<file path="config.mk">
export PLATFORM = sky130hd
export DESIGN_NAME = muldiv_unit_flat
export DESIGN_NICKNAME = d
export VERILOG_FILES = /design/src/rtl/muldiv_pkg.sv /design/src/rtl/muldiv_unit_if.sv /design/src/rtl/muldiv_unit_cond_negate.sv /design/src/rtl/muldiv_unit.sv /design/src/flat_wrapper.sv
export SDC_FILE = /design/constraint.sdc
export NUM_CORES = 1
export LEC_CHECK = 0
export ABC_AREA = 1
export CAP_MARGIN = 0
export CELL_PAD_IN_SITES_DETAIL_PLACEMENT = 2
export CELL_PAD_IN_SITES_GLOBAL_PLACEMENT = 2
export CORE_ASPECT_RATIO = 1.1
export CORE_UTILIZATION = 33
export CTS_CLUSTER_SIZE = 30
export DETAILED_ROUTE_END_ITERATION = 10
export MAX_ROUTING_LAYER = met4
export PLACE_DENSITY = 0.87
export SYNTH_ARGS = -nofsm -noshare
export SYNTH_HDL_FRONTEND = slang
export SYNTH_SLANG_ARGS = --single-unit
</file>
<file path="constraint.sdc">
create_clock -name clk -period 7.62 [get_ports clk]
set_input_delay 0.762 -clock clk [delete_from_list [all_inputs] [get_ports clk]]
set_output_delay 0.762 -clock clk [all_outputs]
set_load 0.02 [all_outputs]
</file>
<file path="src/rtl/muldiv_pkg.sv">
// Shared encodings for the iterative multiply/divide unit.
package muldiv_pkg;

  typedef enum logic [1:0] {
    OpMultu = 2'b00,
    OpMult  = 2'b01,
    OpDivu  = 2'b10,
    OpDiv   = 2'b11
  } op_e;

  typedef enum logic [1:0] {
    StIdle,
    StCalc,
    StFixup,
    StDone
  } state_e;

endpackage

</file>
<file path="src/rtl/muldiv_unit_if.sv">
// Issue/result bundle between the EX stage and the multiply/divide unit.
interface muldiv_unit_if #(
    parameter int unsigned WIDTH = 32
);
  logic             start_i;
  logic [1:0]       op_i;
  logic [WIDTH-1:0] a_i;
  logic [WIDTH-1:0] b_i;
  logic             flush_i;
  logic             hilo_we_i;
  logic             hilo_sel_i;
  logic [WIDTH-1:0] wdata_i;
  logic             busy_o;
  logic             done_o;
  logic [WIDTH-1:0] hi_o;
  logic [WIDTH-1:0] lo_o;
  logic             div_by_zero_o;

  modport master (
    output start_i, op_i, a_i, b_i, flush_i, hilo_we_i, hilo_sel_i, wdata_i,
    input  busy_o, done_o, hi_o, lo_o, div_by_zero_o
  );

  modport slave (
    input  start_i, op_i, a_i, b_i, flush_i, hilo_we_i, hilo_sel_i, wdata_i,
    output busy_o, done_o, hi_o, lo_o, div_by_zero_o
  );
endinterface

</file>
<file path="src/rtl/muldiv_unit_cond_negate.sv">
// Conditional two's-complement negation, used for magnitudes and sign fix-up.
module cond_negate #(
    parameter int unsigned W = 32
) (
    input  logic         neg,
    input  logic [W-1:0] a,
    output logic [W-1:0] y
);
  assign y = neg ? -a : a;
endmodule

</file>
<file path="src/rtl/muldiv_unit.sv">
// Iterative radix-2 multiply / restoring divide with architectural HI/LO.
// Signed ops run on operand magnitudes; signs are restored in FIXUP.
module muldiv_unit
  import muldiv_pkg::*;
#(
    parameter int unsigned WIDTH = 32,
    parameter int unsigned CNT_W = $clog2(WIDTH) + 1
) (
    input logic          clk,
    input logic          reset,
    muldiv_unit_if.slave bus
);

  state_e           state_q;
  logic [CNT_W-1:0] cnt_q;
  logic [WIDTH-1:0] acc_hi_q, acc_lo_q, mag_b_q, orig_a_q;
  logic             is_div_q, neg_res_q, neg_rem_q, dbz_pend_q;
  logic [WIDTH-1:0] hi_q, lo_q;
  logic             busy_q, done_q, dbz_q;

  op_e              op;
  logic             op_signed, op_div, neg_a, neg_b, accept;
  logic [WIDTH-1:0] abs_a, abs_b;
  logic [WIDTH:0]   mul_sum, rem_sh, rem_sub;
  logic             rem_ge;
  logic [2*WIDTH-1:0] prod_fix;
  logic [WIDTH-1:0] quot_fix, rem_fix;

  assign op        = op_e'(bus.op_i);
  assign op_signed = (op == OpMult) || (op == OpDiv);
  assign op_div    = (op == OpDivu) || (op == OpDiv);
  assign neg_a     = op_signed & bus.a_i[WIDTH-1];
  assign neg_b     = op_signed & bus.b_i[WIDTH-1];
  assign accept    = ((state_q == StIdle) || (state_q == StDone)) && bus.start_i && !bus.flush_i;

  cond_negate #(.W(WIDTH)) u_abs_a (.neg(neg_a), .a(bus.a_i), .y(abs_a));
  cond_negate #(.W(WIDTH)) u_abs_b (.neg(neg_b), .a(bus.b_i), .y(abs_b));

  // Multiply: add multiplicand when the low bit is set, shift the pair right.
  assign mul_sum = {1'b0, acc_hi_q} + (acc_lo_q[0] ? {1'b0, mag_b_q} : '0);
  // Divide: shift the dividend bit into the partial remainder, subtract if it fits.
  assign rem_sh  = {acc_hi_q, acc_lo_q[WIDTH-1]};
  assign rem_ge  = rem_sh >= {1'b0, mag_b_q};
  assign rem_sub = rem_sh - {1'b0, mag_b_q};

  cond_negate #(.W(2*WIDTH)) u_fix_prod (
    .neg(neg_res_q), .a({acc_hi_q, acc_lo_q}), .y(prod_fix)
  );
  cond_negate #(.W(WIDTH)) u_fix_quot (.neg(neg_res_q), .a(acc_lo_q), .y(quot_fix));
  cond_negate #(.W(WIDTH)) u_fix_rem  (.neg(neg_rem_q), .a(acc_hi_q), .y(rem_fix));

  always_ff @(posedge clk) begin
    if (reset) begin
      state_q    <= StIdle;
      cnt_q      <= '0;
      acc_hi_q   <= '0;
      acc_lo_q   <= '0;
      mag_b_q    <= '0;
      orig_a_q   <= '0;
      is_div_q   <= 1'b0;
      neg_res_q  <= 1'b0;
      neg_rem_q  <= 1'b0;
      dbz_pend_q <= 1'b0;
      hi_q       <= '0;
      lo_q       <= '0;
      busy_q     <= 1'b0;
      done_q     <= 1'b0;
      dbz_q      <= 1'b0;
    end else begin
      case (state_q)
        StIdle, StDone: begin
          done_q <= 1'b0;
          if (bus.hilo_we_i) begin
            if (bus.hilo_sel_i) hi_q <= bus.wdata_i;
            else                lo_q <= bus.wdata_i;
          end
          if (accept) begin
            state_q    <= StCalc;
            busy_q     <= 1'b1;
            cnt_q      <= CNT_W'(WIDTH - 1);
            acc_hi_q   <= '0;
            acc_lo_q   <= abs_a;
            mag_b_q    <= abs_b;
            orig_a_q   <= bus.a_i;
            is_div_q   <= op_div;
            neg_res_q  <= neg_a ^ neg_b;
            neg_rem_q  <= neg_a;
            dbz_pend_q <= op_div && (bus.b_i == '0);
            dbz_q      <= 1'b0;
          end else begin
            state_q <= StIdle;
          end
        end
        StCalc: begin
          if (bus.flush_i) begin
            state_q <= StIdle;
            busy_q  <= 1'b0;
          end else begin
            if (is_div_q) begin
              acc_hi_q <= rem_ge ? rem_sub[WIDTH-1:0] : rem_sh[WIDTH-1:0];
              acc_lo_q <= {acc_lo_q[WIDTH-2:0], rem_ge};
            end else begin
              {acc_hi_q, acc_lo_q} <= {mul_sum, acc_lo_q[WIDTH-1:1]};
            end
            cnt_q <= cnt_q - CNT_W'(1);
            if (cnt_q == '0) state_q <= StFixup;
          end
        end
        StFixup: begin
          busy_q <= 1'b0;
          if (bus.flush_i) begin
            state_q <= StIdle;
          end else begin
            state_q <= StDone;
            done_q  <= 1'b1;
            if (dbz_pend_q) begin
              hi_q  <= orig_a_q;
              lo_q  <= '1;
              dbz_q <= 1'b1;
            end else if (is_div_q) begin
              hi_q <= rem_fix;
              lo_q <= quot_fix;
            end else begin
              {hi_q, lo_q} <= prod_fix;
            end
          end
        end
        default: state_q <= StIdle;
      endcase
    end
  end

  assign bus.busy_o        = busy_q;
  assign bus.done_o        = done_q;
  assign bus.hi_o          = hi_q;
  assign bus.lo_o          = lo_q;
  assign bus.div_by_zero_o = dbz_q;

endmodule

</file>
<file path="src/flat_wrapper.sv">
// flat-port wrapper written by rule: the top's interface ports become plain ports
module muldiv_unit_flat import muldiv_pkg::*;
#(
    parameter int unsigned WIDTH = 32,
    parameter int unsigned CNT_W = $clog2(WIDTH) + 1
)
  (clk, reset, bus_start_i, bus_op_i, bus_a_i, bus_b_i, bus_flush_i, bus_hilo_we_i, bus_hilo_sel_i, bus_wdata_i, bus_busy_o, bus_done_o, bus_hi_o, bus_lo_o, bus_div_by_zero_o);
  muldiv_unit_if #(.WIDTH(WIDTH)) bus_i ();
  input logic clk;
  input logic reset;
  input wire logic [$bits(bus_i.start_i)-1:0] bus_start_i;
  input wire logic [$bits(bus_i.op_i)-1:0] bus_op_i;
  input wire logic [$bits(bus_i.a_i)-1:0] bus_a_i;
  input wire logic [$bits(bus_i.b_i)-1:0] bus_b_i;
  input wire logic [$bits(bus_i.flush_i)-1:0] bus_flush_i;
  input wire logic [$bits(bus_i.hilo_we_i)-1:0] bus_hilo_we_i;
  input wire logic [$bits(bus_i.hilo_sel_i)-1:0] bus_hilo_sel_i;
  input wire logic [$bits(bus_i.wdata_i)-1:0] bus_wdata_i;
  output wire logic [$bits(bus_i.busy_o)-1:0] bus_busy_o;
  output wire logic [$bits(bus_i.done_o)-1:0] bus_done_o;
  output wire logic [$bits(bus_i.hi_o)-1:0] bus_hi_o;
  output wire logic [$bits(bus_i.lo_o)-1:0] bus_lo_o;
  output wire logic [$bits(bus_i.div_by_zero_o)-1:0] bus_div_by_zero_o;
  assign bus_i.start_i = bus_start_i;
  assign bus_i.op_i = bus_op_i;
  assign bus_i.a_i = bus_a_i;
  assign bus_i.b_i = bus_b_i;
  assign bus_i.flush_i = bus_flush_i;
  assign bus_i.hilo_we_i = bus_hilo_we_i;
  assign bus_i.hilo_sel_i = bus_hilo_sel_i;
  assign bus_i.wdata_i = bus_wdata_i;
  assign bus_busy_o = bus_i.busy_o;
  assign bus_done_o = bus_i.done_o;
  assign bus_hi_o = bus_i.hi_o;
  assign bus_lo_o = bus_i.lo_o;
  assign bus_div_by_zero_o = bus_i.div_by_zero_o;
  muldiv_unit #(.WIDTH(WIDTH), .CNT_W(CNT_W)) u_core (.clk(clk), .reset(reset), .bus(bus_i));
endmodule
</file>
==> metrics <==
outcome=completed; WL final=110000 µm; top-count cell post-synth=nand2_1; row count=90; final setup TNS=0 ps; warnings from Yosys=0; worst hold start=u_core.bus.div_by_zero_o; Setup crit start kind=flop; Req. time, crit path=8090 ps; fillers=6996; Setup Viol. Count Final=0; post-synthesis to final-layout area growth=16.5%; Final Hold Vio Count=0; Setup crit start=u_core.state_q[1]; Post-DP HPWL=87200 µm; Core Footprint=55200 µm²; crit path max fanout=69; Async S/R FF share, synth=0%; total track usage=38.8%; main combinational cell family by area after synthesis=simple AND/OR/NAND/NOR gates; met3 Usage GRT=4.79%; clock tree root buffer cell=clkbuf_16; GR Overflow Total=0; max-slew violation count=0; Seq cells post-synth=207; DR vias=23600; Slew headroom=17.5%; Post-synth EDFFs=0; Slew @ Worst Pin=1240 ps; hold-fix buffer count after cts=0; post-cts sizing count=0; met2 Use GR=66.9%; Clk pin slew, worst setup/hold paths=60 ps; Final Cell Area=21600 µm²; Post-DRT Antenna Nets=0; CTS tree=done; GRT Max-Usage Layer=met2; PortBufs=170; Crit Path Category=reg2reg; Critical Path Sink Type=flop; synth top area cells=dfxtp_1, nand2_1, a21oi_1; die area=57200 µm²; initial antenna violation count=1; clock buffer depth=3; multiplexer area fraction after synthesis=0%; RSZ-0062 raised after global routing=false; first-pass GRT wire length=163000 µm; 1st-iter DRT viols=1445; Synth Area in Simple Gates=36.5%; gpl congestion=1.02; clock latency at the later pin of the worst-skew pair=580 ps; postcts setup bufs=0; CTS Buf Count=26; clock skew=37.4 ps; DRC errors left=0; Post-Syn Instances=3249; M1 GR Usage=40.4%; die height=251 µm; via/cell ratio=5.77; vias in the first global route=25500; area share of the largest cell type after synthesis=22.3%; Compound-Gate Fraction of Synth Area=21.9%; MaxCap Viol Count=0; Placed Cells=4042; first drt pass iteration count=5; post-synthesis xor/xnor area fraction=2.31%; Fmax=248 MHz; Cell Area, Synth=18600 µm²; htree depth=1; Util after Layout=39.2%; worst hold path type=reg2reg; post-synthesis sequential area ratio=22.3%; largest net degree at the start of global routing=105; Avg Inst Size Synth=5.71 µm²; Ports=171; Tot Pwr=3.64 mW; Initial Util=33.6%; area of placed instances=20800 µm²; maximum VDD drop=155 µV; RR Startpoint=u_core.state_q[1]; share of post-route cells with drive strength above 1=4.12%; Non-Filler Instances=4090; leading area contributor after synthesis=dfxtp_1; WP data arrival=4500 ps; post-synth net total=3427; Top FF cell, synth=dfxtp_1; post-synthesis cell type count=48; period utilization=52.9%; CTS Sinks=207; Leak=10.2 nW; Final nets=3512; top cells by instance count after synthesis=nand2_1, inv_1, nor2_1, a21oi_1, o21ai_0; Final min period=4030 ps; die width=228 µm; drt wl/cell=26.9 µm; adder-cell share of the synthesized area=5.07%; power per cell area=168 nW/µm²
critical path, cell delays in order, from the launching register on:
cell,delay (ps)
dfxtp_1,330
inv_1,70
ha_1,500
inv_2,80
nor2_1,200
nand2_1,170
nand2_2,80
buf_4,530
inv_2,490
nor2_4,730
inv_2,210
a31oi_1,240
o211ai_2,120
a21oi_1,150
path summary, 6_finish.rpt:
kind	to	slack, ps	depth (start not counted)
min reg2reg	u_core.bus.div_by_zero_o	450	2
max	u_core.acc_hi_q[12]	3590	13
max reg2reg	u_core.acc_hi_q[12]	3590	13
min	u_core.bus.div_by_zero_o	450	2
cells in the final DEF (no fill, tap or decap), types with 8 or more instances in the layout:
master / n
nor2_4: 8
o21ai_0: 315
xor2_1: 39
inv_2: 12
a31oi_1: 34
nor2_2: 9
ha_1: 72
o21bai_1: 11
buf_4: 20
a21oi_1: 343
nand3b_1: 18
clkdlybuf4s50_1: 169
o21ai_1: 13
nand3_1: 264
nand2_1: 777
clkbuf_16: 27
nor3_1: 30
nand2_2: 10
nand4_1: 58
inv_1: 426
nor2_1: 374
dfxtp_1: 205
a21o_1: 8
xnor2_1: 10
o211ai_1: 9
o211ai_2: 10
layer usage:
layer  wire, µm  up-vias
met3       4940      331
met4       9580        0
met5          0        -
met1      41300    11800
met2      54100      704
li1           -    10800
kinds of logic (layout without fill, tap and decap cells):
kind of cell,after synthesis,count (layout)
AND/OR/NAND/NOR,1583,1583
AO/OA/AOI/OAI,762,762
buffers and inverters,574,677
flip-flops,207,207
adder cells (fa/ha/maj),74,74
XOR/XNOR,49,49
other,0,2
layout make-up:
cell class	instances	area, µm²	share of cell area, %
Inverter	441	1660	7.66
Clock buffer	35	736	3.40
Sequential cell	207	4150	19.2
Multi-Input combinational cell	2468	12200	56.5
Clock inverter	11	95.1	0.440
Antenna cell	2	5.00	0.0231
Tap cell	736	921	4.26
Timing Repair Buffer	190	1850	8.54
registers in the layout (all words and copies together) (netlist names):
name	flops
u_core.state_q	2
u_core.acc_lo_q	32
u_core.acc_hi_q	32
u_core.bus.div_by_zero_o	1
u_core.neg_rem_q	1
u_core.bus.hi_o	32
u_core.mag_b_q	32
u_core.orig_a_q	32
u_core.bus.lo_o	32
u_core.cnt_q	6
u_core.dbz_pend_q	1
u_core.neg_res_q	1
u_core.is_div_q	1
u_core.bus.done_o	1
u_core.bus.busy_o	1
power breakdown:
part / internal, mW / leakage (nW) / switching, mW
combinational: 0.344 / 8.10 / 0.767
sequential: 1.17 / 1.70 / 0.0972
clock: 0.710 / 0.403 / 0.552
through the flow:
step	hold slack, ps	setup slack [ps]
3_5_place_dp	450	3390
6_report	453	3590
3_3_place_gp	436	3530
4_1_cts	458	3710
5_1_grt	488	3430
2_1_floorplan	426	5110
(Power assumes the default switching activity.)
